File: src/rtl/if_fetch_redirect_pkg.sv
`default_nettype none
// ============================================================================
// Package     : if_fetch_redirect_pkg
// Description : Shared constants, bus widths and FSM state encoding for the
//               fetch-stage redirect consumer.
// Revision    : 1.0 - initial release
// ============================================================================
package if_fetch_redirect_pkg;

    // Redirect bus widths: {valid/taken, 32-bit pc}
    localparam int EXC_BUS_W = 33;
    localparam int JBR_BUS_W = 33;

    // Architectural addresses
    localparam logic [31:0] EXC_ENTER_ADDR = 32'hbfc0_0380;
    localparam logic [31:0] DEF_RESET_PC   = 32'hbfc0_0000;

    // Fetch FSM: issue request, wait for data, hold word for ID
    typedef enum logic [1:0] {
        S_REQ  = 2'd0,
        S_WAIT = 2'd1,
        S_HOLD = 2'd2
    } fetch_state_e;

endpackage
`default_nettype wire

File: src/rtl/if_fetch_redirect.sv
`default_nettype none
// ============================================================================
// Module      : if_fetch_redirect
// Description : Fetch stage. Owns the fetch PC, issues one SRAM-like
//               instruction request at a time, applies exception/ERET and
//               branch redirects, and squashes responses made stale by a
//               redirect before they reach ID.
// Revision    : 1.0 - initial release
// ============================================================================
module if_fetch_redirect
    import if_fetch_redirect_pkg::*;
#(
    parameter logic [31:0] RESET_PC = DEF_RESET_PC,
    parameter logic [31:0] NOP_INST = 32'h0000_0000
) (
    input  logic                 clk,
    input  logic                 resetn,
    input  logic [EXC_BUS_W-1:0] exc_bus,
    input  logic [JBR_BUS_W-1:0] jbr_bus,
    input  logic                 IF_allow_in,
    output logic                 inst_req,
    output logic [31:0]          inst_addr,
    input  logic                 inst_addr_ok,
    input  logic                 inst_data_ok,
    input  logic [31:0]          inst_rdata,
    output logic                 IF_valid,
    output logic                 IF_over,
    output logic [31:0]          IF_inst,
    output logic [31:0]          IF_pc
);

    fetch_state_e r_state, w_state_nxt;
    logic [31:0]  r_fetch_pc, w_fetch_pc_nxt;
    logic         r_pend_v,   w_pend_v_nxt;
    logic [31:0]  r_pend_pc,  w_pend_pc_nxt;
    logic         r_discard,  w_discard_nxt;
    logic [31:0]  r_req_pc,   w_req_pc_nxt;
    logic [31:0]  r_if_inst,  w_if_inst_nxt;
    logic [31:0]  r_if_pc,    w_if_pc_nxt;

    logic         w_exc_valid, w_jbr_taken, w_redir, w_pc_aligned;
    logic [31:0]  w_exc_pc, w_jbr_target, w_target, w_seq_pc;

    // Redirect mux: exception/ERET has priority over a branch from ID
    assign w_exc_valid  = exc_bus[32];
    assign w_exc_pc     = exc_bus[31:0];
    assign w_jbr_taken  = jbr_bus[32];
    assign w_jbr_target = jbr_bus[31:0];
    assign w_redir      = w_exc_valid | w_jbr_taken;
    assign w_target     = w_exc_valid ? w_exc_pc : w_jbr_target;
    assign w_seq_pc     = r_fetch_pc + 32'd4;
    assign w_pc_aligned = (r_fetch_pc[1:0] == 2'b00);

    // Request is gated by reset so nothing is issued while resetn is low
    assign inst_req  = resetn && (r_state == S_REQ) && w_pc_aligned;
    assign inst_addr = r_fetch_pc;
    assign IF_valid  = (r_state == S_HOLD);
    assign IF_over   = IF_valid & IF_allow_in;
    assign IF_inst   = r_if_inst;
    assign IF_pc     = r_if_pc;

    // Next-state and next-register values for the fetch FSM
    always_comb begin
        w_state_nxt    = r_state;
        w_fetch_pc_nxt = r_fetch_pc;
        w_pend_v_nxt   = r_pend_v;
        w_pend_pc_nxt  = r_pend_pc;
        w_discard_nxt  = r_discard;
        w_req_pc_nxt   = r_req_pc;
        w_if_inst_nxt  = r_if_inst;
        w_if_pc_nxt    = r_if_pc;
        case (r_state)
            S_REQ: begin
                if (!w_pc_aligned) begin
                    // Misaligned PC: no bus access, hand ID a NOP tagged with
                    // the bad PC so WB can raise AdEL. A redirect that arrives
                    // now makes that NOP wrong-path, so follow it instead.
                    if (w_redir) begin
                        w_fetch_pc_nxt = w_target;
                    end else begin
                        w_state_nxt   = S_HOLD;
                        w_if_inst_nxt = NOP_INST;
                        w_if_pc_nxt   = r_fetch_pc;
                    end
                end else if (inst_addr_ok) begin
                    w_req_pc_nxt  = r_fetch_pc;
                    w_state_nxt   = S_WAIT;
                    w_discard_nxt = w_redir | r_pend_v;
                    w_pend_v_nxt  = 1'b0;
                    if (w_redir)
                        w_fetch_pc_nxt = w_target;
                    else if (r_pend_v)
                        w_fetch_pc_nxt = r_pend_pc;
                    else
                        w_fetch_pc_nxt = w_seq_pc;
                end else if (w_redir) begin
                    // Address must stay stable until accepted; remember the
                    // redirect and apply it once this request goes out.
                    w_pend_v_nxt  = 1'b1;
                    w_pend_pc_nxt = w_target;
                end
            end
            S_WAIT: begin
                if (w_redir) begin
                    w_discard_nxt  = 1'b1;
                    w_fetch_pc_nxt = w_target;
                end
                if (inst_data_ok) begin
                    if (r_discard || w_redir) begin
                        // Stale response: drop it, nothing left outstanding
                        w_discard_nxt = 1'b0;
                        w_state_nxt   = S_REQ;
                    end else begin
                        w_if_inst_nxt = inst_rdata;
                        w_if_pc_nxt   = r_req_pc;
                        w_state_nxt   = S_HOLD;
                    end
                end
            end
            S_HOLD: begin
                if (w_redir) begin
                    w_fetch_pc_nxt = w_target;
                    w_state_nxt    = S_REQ;
                end else if (IF_allow_in) begin
                    w_state_nxt = S_REQ;
                end
            end
            default: begin
                w_state_nxt = S_REQ;
            end
        endcase
    end

    // State and datapath registers
    always_ff @(posedge clk or negedge resetn) begin
        if (!resetn) begin
            r_state    <= S_REQ;
            r_fetch_pc <= RESET_PC;
            r_pend_v   <= 1'b0;
            r_pend_pc  <= 32'h0;
            r_discard  <= 1'b0;
            r_req_pc   <= 32'h0;
            r_if_inst  <= 32'h0;
            r_if_pc    <= 32'h0;
        end else begin
            r_state    <= w_state_nxt;
            r_fetch_pc <= w_fetch_pc_nxt;
            r_pend_v   <= w_pend_v_nxt;
            r_pend_pc  <= w_pend_pc_nxt;
            r_discard  <= w_discard_nxt;
            r_req_pc   <= w_req_pc_nxt;
            r_if_inst  <= w_if_inst_nxt;
            r_if_pc    <= w_if_pc_nxt;
        end
    end

endmodule
`default_nettype wire

File: config.mk
export PLATFORM = sky130hd
export DESIGN_NAME = if_fetch_redirect
export DESIGN_NICKNAME = d
export VERILOG_FILES = /design/src/rtl/if_fetch_redirect_pkg.sv /design/src/rtl/if_fetch_redirect.sv
export SDC_FILE = /design/constraint.sdc
export NUM_CORES = 1
export LEC_CHECK = 0
export BUFFER_PORTS_ARGS = -buffer_cell sky130_fd_sc_hd__buf_2
export CORE_MARGIN = 2
export CORE_UTILIZATION = 50
export CTS_BUF_LIST = sky130_fd_sc_hd__clkbuf_4
export DETAILED_ROUTE_END_ITERATION = 12
export PLACE_DENSITY = 0.75
export SYNTH_ARGS = -nofsm -noshare
export SYNTH_HDL_FRONTEND = slang
export SYNTH_SLANG_ARGS = --single-unit
File: constraint.sdc
create_clock -name clk -period 5.5 [get_ports clk]
set_input_delay 1.1 -clock clk [delete_from_list [all_inputs] [get_ports clk]]
set_output_delay 1.1 -clock clk [all_outputs]
set_load 0.02 [all_outputs]
* Word-level counts from Yosys, hierarchy flattened
Cells that the tools add are included.
Word-level totals: bits of input ports 103, bits in registers 164, logic and storage cells 73, output and inout port bits 99
Cells by class: bitwise operators 4, multiplexer cells 33, equality and inequality tests 11, reductions and logical operators 16, add/sub/neg operators 1
Operators by type and width (count):
- 32-bit 2-to-1 mux | 14
- 32-bit one-hot mux with 2 select lines | 3
- 32-bit by 3-bit adder with 32-bit output (second input constant) | 1
- 2-bit 2-to-1 mux | 7
- 2-bit inequality test (second input constant) | 6
- 3-bit AND reduction | 3
- 4-bit AND reduction | 2
- 1-bit 2-to-1 mux | 7
- 3-bit inequality test (second input constant) | 2
- 2-bit one-hot mux with 3 select lines | 1
- 2-bit nonzero test | 3
- 5-bit AND reduction | 1
- 2-bit zero test | 2
- 3-bit by 2-bit inequality test with 1-bit output (second input constant) | 1
- 2-bit by 1-bit equality test with 1-bit output (second input constant) | 1
- 2-bit equality test (second input constant) | 1
- 1-bit logical AND | 2
- 1-bit bitwise OR | 2
- 1-bit one-hot mux with 2 select lines | 1
- 2-bit AND reduction | 1
- 2-bit OR reduction | 1
- 1-bit AND | 1
- 1-bit logical OR | 1
- 1-bit NOT | 1

* Longest topological paths before layout
Gate-level depths: netlist of run 1.
depth after elaboration 6, depth in mapped cells 11

* Worst setup path before layout of run 1
OpenSTA, ideal clock, no wires.
path kind input to register, start point in jbr_bus[32], end point reg r_fetch_pc[17], in the netlist inst_addr[17], library setup time 0.066 ns, data required time 5.434 ns, cell stages on the path 6, path buffers 2, slack 2.816 ns, arrival 2.618 ns, cells stage by stage clkbuf_1 or4_4 or3_1 buf_2 o41ai_2 a22o_1
Between the ends: cells in the longest elaborated chain, start to end 5
Ends and longest elaborated chain:
- start: declaration | RTL line if_fetch_redirect.sv:19 | input logic [JBR_BUS_W-1:0] jbr_bus,
- 1-bit bitwise OR (*) | RTL line if_fetch_redirect.sv:49 | assign w_redir = w_exc_valid | w_jbr_taken;
- 32-bit 2-to-1 mux | RTL line if_fetch_redirect.sv:90 | if (w_redir)
- 32-bit 2-to-1 mux | RTL line if_fetch_redirect.sv:85 | end else if (inst_addr_ok) begin
- 32-bit 2-to-1 mux | RTL line if_fetch_redirect.sv:74 | if (!w_pc_aligned) begin
- 32-bit one-hot mux with 2 select lines (*) | RTL line if_fetch_redirect.sv:72 | case (r_state)
- end signal: assignment | RTL line if_fetch_redirect.sv:147 | r_fetch_pc <= w_fetch_pc_nxt;
- end: declaration | RTL line if_fetch_redirect.sv:33 | logic [31:0] r_fetch_pc, w_fetch_pc_nxt;
Every way passes the cells marked *; elsewhere a longest branch is shown, timed or not. The select of a mux whose other input is x is not followed. A chain may end at the register's enable or synchronous reset.

* Final worst setup path of run 1
start point reg r_state[1], end point out inst_req
Between the ends: cells in the longest elaborated chain, start to end 3
Ends and longest elaborated chain:
- start: declaration | RTL line if_fetch_redirect.sv:32 | fetch_state_e r_state, w_state_nxt;
- start signal: assignment | RTL line if_fetch_redirect.sv:146 | r_state <= w_state_nxt;
- 2-bit zero test | RTL line if_fetch_redirect.sv:55 | assign inst_req = resetn && (r_state == S_REQ) && w_pc_aligned;
- 1-bit logical AND (2 in series) | RTL line if_fetch_redirect.sv:55
- end: declaration | RTL line if_fetch_redirect.sv:21 | output logic inst_req,
Every way passes these cells.

==> metrics.md, run 1 <==
| Metric | Value |
|---|---|
| Total grt overflow | 0 |
| Starting Density | 0.514 |
| Detail Route Antenna Nets | 0 |
| Clock Tree Buf Depth | 2 |
| Power Dens Cells | between 500 and 600 mW/mm² |
| Worst setup EP type | primary output |
| Setup slack, reg-to-reg | 2.50 ns |
| Final wirelength | ~25000 µm |
| Drt pass-1 iters | 5 |
| Async set-reset flop share out of synthesis | 1.00 |
| Setup_tns | 0 ns |
| Synthesized area | around 0.0086 mm² |
| Top FF cell, synth | dfrtp_1 |
| Largest area contributor in the netlist | dfrtp_1 |
| Worst r2r src | r_state[1] |
| Fin. max-slew vios | 0 |
| Post-CTS Setup Repair Bufs | 0 |
| Vias post-DR | 8200 |
| Total GRT Usage | 0.275 |
| Slowest stage delay, CP | between 0.6 and 0.7 ns |
| Worst r2r dst | IF_pc[11] |
| Crit path required time | 4.40 ns |
| CTS root buf | clkbuf_4 |
| Met3 Wirelength | approximately 2500 µm |
| Ranking of synthesized cells by area | dfrtp_1, nand2_1, o21ai_0 |
| Final count of negative-setup-slack endpoints | 0 |
| Largest net degree at the start of global routing | 72 |
| Commonest non-fill, non-tap cell in the layout | nand2_1 |
| Max Clk Rate | around 0.27 GHz |
| Netlist cell types | 65 |
| Nets@finish | 1262 |
| Vias/cell | roughly 5.9 |
| # DRC | 0 |
| Share of post-route cells with drive strength above 1 | 0.234 |
| Max layer used | met4 |
| Latest clock arrival within the worst-skew pair | ~0.59 ns |
| Vias in the first global route | 7490 |
| Inserted Clock Buffers | 17 |
| Yosys warning count | 0 |
| Met1 WL | approximately 11000 µm |
| Critical path arrival | between 2 and 3 ns |
| RSZ-0062 raised after global routing | false |
| Worst-path clk slew | approximately 0.15 ns |
| Max_slew headroom | 0.297 |
| Gate Count Post-Synth | 1002 |
| Core Area | roughly 0.017 mm² |
| Die height | about 140 µm |
| Worst reg2reg path depth | 6 |
| Routed length per instance | between 15 and 20 µm |
| PortBufs | 201 |
| Final hold vios | 0 |
| Slew @ Worst Pin | about 1.1 ns |
| Crit-path cells | inv_1 > ha_1 > nor3b_1 > and2_1 > buf_2 |
| Clk_skew | about 0.014 ns |
| Initial antenna violation count | 0 |
| Fin util | 0.600 |
| I/O Pins | 202 |
| Synth Register Bits | ~160 |
| Crit path to | inst_req |
| Die width | between 100 and 150 µm |
| HP Class | primary input to async pin |
| IR Drop Worst-Case VDD | ~230 µV |
| Slowest cell on the critical path | nor3b_1 |
| TritonCTS clock tree | yes |
| Mean Syn Cell Area | approximately 8.6 µm² |
| EDFF count, synth | 0 |
| Routed wl met2 | approximately 11000 µm |
| Fin crit share | 0.666 |
| Placed wire-length estimate | roughly 18000 µm |
| Antenna Diode Count | 0 |
| First-pass GRT wire length | approximately 40000 µm |
| Max_cap viols | 0 |
| Std cell rows | 47 |
| Area Overhead vs Synth | 16.7% |
| CTS Sinks | 164 |
| Starting DRT DRC Count | 856 |
| Most frequent cells in the layout | nand2_1, buf_2, dfrtp_1 |
| Post-synthesis sequential area ratio | 0.479 |
| H-tree levels | 4 |
| Synth top area share | 0.452 |
| Die ar. | between 0.015 and 0.02 mm² |
| Critical path peak fanout | 10 |
| CTS resizes | 0 |
| Status | finished, final reports clean |
| Crit Path Class | register to primary output |
| Clock period minus worst slack | roughly 3.7 ns |
| CP Launch Point | r_state[1] |
| Placer Congestion | between 0.8 and 0.9 |
| Hold-fix buffers at CTS | 0 |
| Syn nets | 1110 |
| Type of element launching the critical path | register |
| Layout fillers | roughly 1500 |
| Pleak | 0.00483 µW |
[cell usage after synthesis, types with 3 or more instances]
cell type,n
a31oi_1,12
a221o_1,3
nor3b_1,7
dfrtp_1,155
a22o_1,5
clkbuf_1,64
and4_1,7
and2_1,11
nor2b_1,3
o31a_1,6
o211ai_1,5
dfstp_2,9
o21ai_0,85
nand2_1,242
or2_2,4
nor2_1,37
and3_1,7
buf_1,5
inv_1,14
mux2i_1,41
nor3_1,18
nor4_1,6
o31ai_1,3
a21oi_1,63
a2bb2oi_1,6
o22ai_1,39
nand4_1,8
a221oi_1,8
buf_2,12
ha_1,5
a311oi_1,4
nand3_1,51
or3_1,6
o21a_1,3
o221ai_1,5
[flip-flops by register name (all words and copies together) (netlist names)]
register	flops
IF_inst	32
IF_pc	32
inst_addr	32
r_discard	1
r_pend_pc	32
r_pend_v	1
r_req_pc	32
r_state	2
[where the power goes]
part           switching (µW)  internal [µW]
Clock                     454            374
Sequential                547           1740
Combinational            1640            922
Total                    2640           3040
[worst max-delay path, delay by kind of cell (launching register included)]
| kind | cells | cell delay, ns |
|---|---|---|
| fa+ha+maj | 1 | 0.38 |
| buf+inv | 2 | 0.31 |
| flops | 1 | 0.43 |
| simple gates | 2 | 0.87 |
[routing by layer]
| layer | up-vias | global-route usage |
|---|---|---|
| met2 | 455 | 0.397 |
| met3 | 47 | 0.0586 |
| met5 | - | 0 |
| li1 | 3881 | - |
| met4 | 0 | 0.0851 |
| met1 | 3817 | 0.416 |
[kinds of logic after synthesis]
| group | after synthesis | synth area share |
|---|---|---|
| flip-flops | 164 | 0.479 |
| multiplexers | 43 | 0.0504 |
| adder cells (fa/ha/maj) | 5 | 0.00728 |
| buffers and inverters | 99 | 0.0462 |
| AO/OA/AOI/OAI | 272 | 0.197 |
| AND/OR/NAND/NOR | 419 | 0.220 |
[worst min path at each step]
stage | to | slack [ns] | depth (start not counted)
finish | r_req_pc[11] | 0.42 | 1
global route | IF_pc[10] | 0.42 | 1
CTS | r_req_pc[11] | 0.43 | 1
detailed placement | IF_inst[5] | 0.45 | 2
global placement | IF_inst[0] | 0.44 | 2
floorplan | r_pend_pc[16] | 0.44 | 2
[through the flow]
stage | total power [µW] | cells | setup WS (ns) | cell area [µm²] | hold slack (ns)
6_report | 5680 | 1387 | 1.84 | 10000 | 0.421
5_1_grt | 6070 | 1387 | 1.62 | 10000 | 0.422
4_1_cts | 5670 | 1387 | 1.80 | 10000 | 0.425
3_5_place_dp | 4840 | 1355 | 2.26 | 9690 | 0.452
3_3_place_gp | 4760 | 1355 | 2.29 | 9690 | 0.444
2_1_floorplan | 3950 | 1002 | 2.82 | 8590 | 0.445
[final cells by class]
type	count	area, µm²	share of cell area
repair buffers	217	1130	0.113
clock buffers	18	135	0.0135
clock inverters	14	199	0.0199
well taps	220	275	0.0275
multi-input cells	739	4110	0.410
inverters	15	56.3	0.00562
flip-flops and latches	164	4120	0.411
No activity file was read; power rests on OpenSTA's default activity.
==> run 2: changes to the inputs <==
--- a/config.mk
+++ b/config.mk
@@ -5,6 +5,7 @@
 export SDC_FILE = /design/constraint.sdc
 export NUM_CORES = 1
 export LEC_CHECK = 0
+export ABC_AREA = 1
 export BUFFER_PORTS_ARGS = -buffer_cell sky130_fd_sc_hd__buf_2
 export CORE_MARGIN = 2
 export CORE_UTILIZATION = 50
==> constraint.sdc (replaced) <==
create_clock -name clk -period 3.45 [get_ports clk]
set_input_delay 0.69 -clock clk [delete_from_list [all_inputs] [get_ports clk]]
set_output_delay 0.69 -clock clk [all_outputs]
set_load 0.02 [all_outputs]
==> run 2 against run 1 <==
Core utilization grew 0.13 points. Sequential share of layout area grew 0.057 points. Die area shrank 0.27%. Synthesized cell count grew 14%. Via count grew 2.0%. Worst setup slack lost 0.93 ns. Non-clock buffer count grew 1. Highest routed layer is now met5. Clock skew grew 0.0072 ns.
==> metrics.md, run 2 <==
| Metric | Value |
|---|---|
| Crit Path Class | register to register (was register to primary output) |
| Worst reg2reg path depth | 10 (was 6) |
| Top FF cell, synth | dfrtp_1 (unchanged) |
| Post-place instance area | 0.00973 mm² (was 0.00969 mm²) |
| Yosys warning count | 0 (unchanged) |
| Gate Count Post-Synth | 1143 (was 1002) |
| Fin. max-slew vios | 0 (unchanged) |
| First-pass GRT wire length | 39500 µm (was 39900 µm) |
| Crit-path cells | inv_1 > ha_1 > nand2_2 > inv_1 > nand2_2 > o21ai_2 > nor2_4 > inv_2 > a22oi_1 > nand3_1 (was inv_1 > ha_1 > nor3b_1 > and2_1 > buf_2) |
| Worst setup EP type | register (was primary output) |
| H-tree levels | 4 (unchanged) |
| Async set-reset flop share out of synthesis | 1.00 (unchanged) |
| Synthesized area | 0.00857 mm² (was 0.00859 mm²) |
| Share of post-route cells with drive strength above 1 | 0.211 (was 0.234) |
| Status | finished, final reports clean (unchanged) |
| CTS resizes | 0 (unchanged) |
| Starting DRT DRC Count | 695 (was 856) |
| Worst-path clk slew | 0.16 ns (was 0.15 ns) |
| Ranking of synthesized cells by area | dfrtp_1, nand2_1, o21ai_0 (unchanged) |
| Type of element launching the critical path | register (unchanged) |
| Fin util | 0.601 (was 0.600) |
| Clock Tree Buf Depth | 2 (unchanged) |
| CTS root buf | clkbuf_4 (unchanged) |
| Slowest stage delay, CP | 0.43 ns (was 0.65 ns) |
| Crit path required time | 3.93 ns (was 4.40 ns) |
| # DRC | 0 (unchanged) |
| Worst r2r dst | inst_addr[11] (was IF_pc[11]) |
| CTS Sinks | 164 (unchanged) |
| Post-CTS Setup Repair Bufs | 0 (unchanged) |
| Area Overhead vs Synth | 16.8% (was 16.7%) |
| Netlist cell types | 41 (was 65) |
| IR Drop Worst-Case VDD | 449 µV (was 235 µV) |
| Placed wire-length estimate | 18500 µm (was 17500 µm) |
| Most frequent cells in the layout | nand2_1, buf_2, dfrtp_1 (unchanged) |
| Final hold vios | 0 (unchanged) |
| HP Class | primary input to async pin (unchanged) |
| Tot Pwr | 9360 µW (was 5680 µW) |
| Largest net degree at the start of global routing | 129 (was 72) |
| Slowest cell on the critical path | dfrtp_1 (was nor3b_1) |
| Vias/cell | 5.39 (was 5.91) |
| Die width | 135 µm (about the same) |
| Sequential Power Share | 0.388 (was 0.403) |
| Critical path peak fanout | 19 (was 10) |
| Sw Pwr | 4680 µW (was 2640 µW) |
| Inserted Clock Buffers | 17 (unchanged) |
| Die ar. | 0.0182 mm² (about the same) |
| Syn nets | 1251 (was 1110) |
| Std cell rows | 47 (unchanged) |
| PortBufs | 201 (unchanged) |
| Slew @ Worst Pin | 1.00 ns (was 1.05 ns) |
| TritonCTS clock tree | yes (unchanged) |
| Final wirelength | 25200 µm (was 24900 µm) |
| Synth Register Bits | 164 (unchanged) |
| Commonest non-fill, non-tap cell in the layout | nand2_1 (unchanged) |
| Max Clk Rate | slightly below 0.4 GHz |
| Nets@finish | 1426 (was 1262) |
| Max_slew headroom | 0.333 (was 0.297) |
| Fin crit share | 0.736 |
| Hold-fix buffers at CTS | 0 (unchanged) |
| Die height | 135 µm (about the same) |
| Pleak | 0.00498 µW (was 0.00483 µW) |
| Drt pass-1 iters | 6 (was 5) |
| RSZ-0062 raised after global routing | false (unchanged) |
| Latest clock arrival within the worst-skew pair | 0.59 ns (about the same) |
| Max_cap viols | 0 (unchanged) |
| Cell area after layout | 0.0100 mm² (about the same) |
| Critical path arrival | 3.02 ns (was 2.56 ns) |
| Mean Syn Cell Area | 7.49 µm² (was 8.57 µm²) |
| Detail Route Antenna Nets | 0 (unchanged) |
| Post-synthesis sequential area ratio | 0.480 (was 0.479) |
| Initial antenna violation count | 1 (was 0) |
| Power Dens Cells | 935 mW/mm² (was 567 mW/mm²) |
| Synth cell count leaders | nand2_1, dfrtp_1, inv_1, nor2_1, o21ai_0 (was nand2_1, dfrtp_1, o21ai_0) |
| Placer Congestion | 0.951 (was 0.862) |
| Worst r2r src | r_state[0] (was r_state[1]) |
| Starting Density | 0.515 (was 0.514) |
| Logic pwr share | 0.493 (was 0.451) |
| Clock period minus worst slack | 2.54 ns |
| Switching Fraction | 0.500 (was 0.465) |
| Hold WS | 0.193 ns (was 0.421 ns) |
| Vias post-DR | 8367 (was 8200) |
| I/O Pins | 202 (unchanged) |
| Clk_skew | 0.0215 ns (was 0.0142 ns) |
| Core Area | 0.0166 mm² (was 0.0167 mm²) |
| Clock Power Share | 0.119 (was 0.146) |
| Vias in the first global route | 7408 (was 7490) |
| Synth top area share | 0.453 (was 0.452) |
| Largest area contributor in the netlist | dfrtp_1 (unchanged) |
| Pint | 4680 µW (was 3040 µW) |
| Setup slack, reg-to-reg | 0.91 ns (was 2.50 ns) |
| EDFF count, synth | 0 (unchanged) |
| Total GRT Usage | 0.279 (was 0.275) |
| Count leader, synth | nand2_1 (unchanged) |
| Total grt overflow | 0 (unchanged) |
| Final count of negative-setup-slack endpoints | 0 (unchanged) |
| Setup_tns | 0 ns (unchanged) |
| Routed length per instance | 16.3 µm (was 18.0 µm) |
[run 2: worst max path at each step]
| stage | from | endpoint | cells after the start | slack, ns |
|---|---|---|---|---|
| 6_report | r_state[0] | inst_addr[11] | 10 | 0.91 |
| 5_1_grt | r_state[0] | inst_addr[11] | 10 | 0.71 |
| 4_1_cts | r_state[0] | inst_req | 5 | 0.91 |
| 3_5_place_dp | jbr_bus[32] | IF_pc[15] | 9 | 0.77 |
| 3_3_place_gp | jbr_bus[32] | IF_inst[5] | 9 | 0.77 |
| 2_1_floorplan | exc_bus[32] | IF_pc[11] | 9 | 1.52 |
[run 2: kinds of logic after synthesis]
group,count (synthesis),share of synthesized area
buffers and inverters,178,0.0834
DFF,164,0.480
muxes,6,0.00774
adders and majority gates,5,0.00730
AOI/OAI and AO/OA,256,0.167
and+or+nand+nor,533,0.254
xor gates and xnor gates,1,0.00102
[run 2: final cells by class]
cell class / instances / area [µm²]
clock inverters: 15 / 148
diodes: 1 / 2.50
fillers: 1576 / 6630
repair buffers: 218 / 1150
well taps: 220 / 275
inverters: 116 / 435
multi-input cells: 801 / 3750
flip-flops and latches: 164 / 4120
clock buffers: 17 / 128
[run 2: power by group through the flow]
stage | logic (µW) | clock network, µW | registers (µW)
3_3_place_gp | 4480 | 0 | 3640
6_report | 4610 | 1120 | 3630
5_1_grt | 5120 | 1220 | 3730
2_1_floorplan | 2620 | 0 | 4020
3_5_place_dp | 4570 | 0 | 3660
4_1_cts | 4590 | 1140 | 3610
[run 2: stage by stage]
stage | instances | worst slack, ns
6_report | 1552 | 0.910
5_1_grt | 1552 | 0.705
4_1_cts | 1551 | 0.912
3_5_place_dp | 1519 | 0.774
3_3_place_gp | 1519 | 0.775
2_1_floorplan | 1143 | 1.52
[run 2: metal layers]
layer	vias to the layer above	share of wire	track usage
met4	2	0.017	0.0912
met2	398	0.44	0.420
li1	4089	-	-
met5	-	0.0013	0
met1	3845	0.46	0.411
met3	33	0.084	0.0469
[run 2: worst max-delay path: cells and delay by family, from the launching register on]
family                   cells  cell delay [ns]
AND/OR/NAND/NOR              4             0.85
buffers and inverters        3             0.32
AO/OA/AOI/OAI                2             0.54
adder cells (fa/ha/maj)      1             0.27
flip-flops                   1             0.43
==> run 3: changes to the inputs <==
==> constraint.sdc (replaced) <==
create_clock -name clk -period 2.5 [get_ports clk]
set_input_delay 0.5 -clock clk [delete_from_list [all_inputs] [get_ports clk]]
set_output_delay 0.5 -clock clk [all_outputs]
set_load 0.02 [all_outputs]
==> run 3 against run 2 <==
Sequential power up 36%. Largest power group unchanged. Sequential share of layout area down 0.60 points. Global-route usage up 0.40 points. The run now ends with hold timing left. Core utilization up 0.89 points.
==> metrics.md, run 3 (synthesis gave the netlist of run 2 again) <==
| Metric | Value |
|---|---|
| Post-CTS Setup Repair Bufs | 0 (unchanged) |
| Routed length per instance | 16.8 µm (was 16.3 µm) |
| Share of post-route cells with drive strength above 1 | 0.216 (was 0.211) |
| Most frequent cells in the layout | nand2_1, buf_2, dfrtp_1 (unchanged) |
| HP Class | primary input to async pin (unchanged) |
| Area Overhead vs Synth | 18.6% (was 16.8%) |
| Clock Tree Buf Depth | 2 (unchanged) |
| Crit Path Class | register to register (unchanged) |
| Total GRT Usage | 0.283 (was 0.279) |
| CTS root buf | clkbuf_4 (unchanged) |
| Core Area | 0.0166 mm² (unchanged) |
| Layout fillers | 1576 (unchanged) |
| Placer Congestion | 0.933 (was 0.951) |
| Fin worst setup slack | 0.196 ns (was 0.910 ns) |
| Fin. max-slew vios | 0 (unchanged) |
| Worst-path clk slew | 0.14 ns (was 0.16 ns) |
| Largest net degree at the start of global routing | 129 (unchanged) |
| Post-place instance area | 0.00983 mm² (was 0.00973 mm²) |
| Drt pass-1 iters | 6 (unchanged) |
| Starting Density | 0.515 (unchanged) |
| Type of element launching the critical path | register (unchanged) |
| Vias post-DR | 8420 (was 8367) |
| Detail Route Antenna Nets | 0 (unchanged) |
| Vias in the first global route | 7508 (was 7408) |
| Die width | 135 µm (unchanged) |
| Std cell rows | 47 (unchanged) |
| Crit path required time | 2.99 ns (was 3.93 ns) |
| Nets@finish | 1436 (was 1426) |
| Latest clock arrival within the worst-skew pair | 0.57 ns (was 0.59 ns) |
| Cells after DPL | 1527 (was 1519) |
| Placed wire-length estimate | 18700 µm (was 18500 µm) |
| Initial antenna violation count | 1 (unchanged) |
| Inserted Clock Buffers | 17 (unchanged) |
| Starting DRT DRC Count | 809 (was 695) |
| PortBufs | 201 (unchanged) |
| CTS Sinks | 164 (unchanged) |
| Place WS | 0.262 ns (was 0.774 ns) |
| Failing checks | hold timing |
| Final wirelength | 26200 µm (was 25200 µm) |
| Worst setup EP type | register (unchanged) |
| Status | finished, violations left (was finished, final reports clean) |
| Critical path peak fanout | 32 (was 19) |
| TritonCTS clock tree | yes (unchanged) |
| Max_slew headroom | 0.512 (was 0.333) |
| Final Non-Filler Cells | 1562 (was 1552) |
| Pleak | 0.00506 µW (was 0.00498 µW) |
| Final hold vios | 3 (was 0) |
| I/O Pins | 202 (unchanged) |
| Clock period minus worst slack | 2.30 ns (was 2.54 ns) |
| H-tree levels | 4 (unchanged) |
| # DRC | 0 (unchanged) |
| Slew @ Worst Pin | 0.732 ns (was 1.00 ns) |
| Die height | 135 µm (unchanged) |
| Final count of negative-setup-slack endpoints | 0 (unchanged) |
| Critical path arrival | 2.79 ns (was 3.02 ns) |
| Worst reg2reg path depth | 9 (was 10) |
| Fin crit share | 0.922 (was 0.736) |
| Die ar. | 0.0182 mm² (unchanged) |
| IR Drop Worst-Case VDD | 484 µV (was 449 µV) |
| Hold-fix buffers at CTS | 0 (unchanged) |
| Cell area after layout | 0.0102 mm² (was 0.0100 mm²) |
| Max_cap viols | 0 (unchanged) |
| Hold WS | -0.00522 ns (was 0.193 ns) |
| Vias/cell | 5.39 (about the same) |
| Max Clk Rate | 0.434 GHz (was 0.394 GHz) |
| Total grt overflow | 0 (unchanged) |
| Clk_skew | 0.0190 ns (was 0.0215 ns) |
| Commonest non-fill, non-tap cell in the layout | nand2_1 (unchanged) |
| First-pass GRT wire length | 40300 µm (was 39500 µm) |
| Power Dens Cells | 1310 mW/mm² (was 935 mW/mm²) |
-- run 3: changes by cell type in the layout (fill, tap and decap cells not counted), sizes merged --
cell / before / now
clkinv: 7 / 8
buf: 218 / 227
inv: 121 / 119
bufinv: 1 / 2
clkbuf: 17 / 18
-- run 3: path summary, 6_finish.rpt --
kind | endpoint | start | slack (ns)
min | r_pend_pc[5] | resetn | -0.005
max reg2reg | IF_pc[7] | r_state[1] | 0.20
min in group clk | IF_inst[6] | inst_rdata[6] | 0.16
max | IF_pc[7] | r_state[1] | 0.20
max in group asynchronous | r_req_pc[0] | resetn | 1.88
min reg2reg | r_req_pc[1] | r_req_pc[1] | 0.49
-- run 3: final cells by class --
type / instances / area, µm² / share of cell area
Sequential cell: 164 / 4120 / 0.405
Multi-Input combinational cell: 801 / 3740 / 0.369
Timing Repair Buffer: 228 / 1300 / 0.128
Inverter: 116 / 435 / 0.0429
Tap cell: 220 / 275 / 0.0271
Clock inverter: 15 / 156 / 0.0154
Clock buffer: 17 / 128 / 0.0126
Antenna cell: 1 / 2.50 / 0.000246
-- run 3: what timing repair did --
| action | in CTS | in global routing |
|---|---|---|
| endpoints found under the hold margin | 0 | 0 |
| resized for setup | 0 | 4 |
| setup endpoints to repair | 0 | 36 |
-- run 3: through the flow --
step / power (µW) / util / TNS (ns)
2_1_floorplan: 9170 / - / 0
3_3_place_gp: 11400 / 0.591 / 0
3_5_place_dp: 11500 / 0.591 / 0
4_1_cts: 13100 / 0.608 / 0
5_1_grt: 14300 / 0.610 / -0.0365
6_report: 13300 / 0.610 / 0
-- run 3: metal layers --
layer | global-route usage | up-vias | share of wire
li1 | - | 4114 | -
met1 | 0.421 | 3897 | 0.46
met2 | 0.435 | 387 | 0.45
met3 | 0.0447 | 22 | 0.082
met4 | 0.0678 | 0 | 0.013
met5 | 0 | - | 0
-- run 3: power by group --
part           internal [µW]  total (µW)  leakage, µW  switching, µW
combinational           2230        6740      0.00290           4510
clock                    600        1580     0.000149            976
sequential              3920        4950      0.00201           1030
-- run 3: worst max-delay path, stage by stage (launching register included) --
cell	delay (ns)
dfrtp_1	0.43
inv_1	0.11
ha_1	0.32
inv_1	0.15
nand2_1	0.08
o21ai_0	0.16
nor3_4	0.40
buf_6	0.34
nor2_1	0.08
a31oi_1	0.15
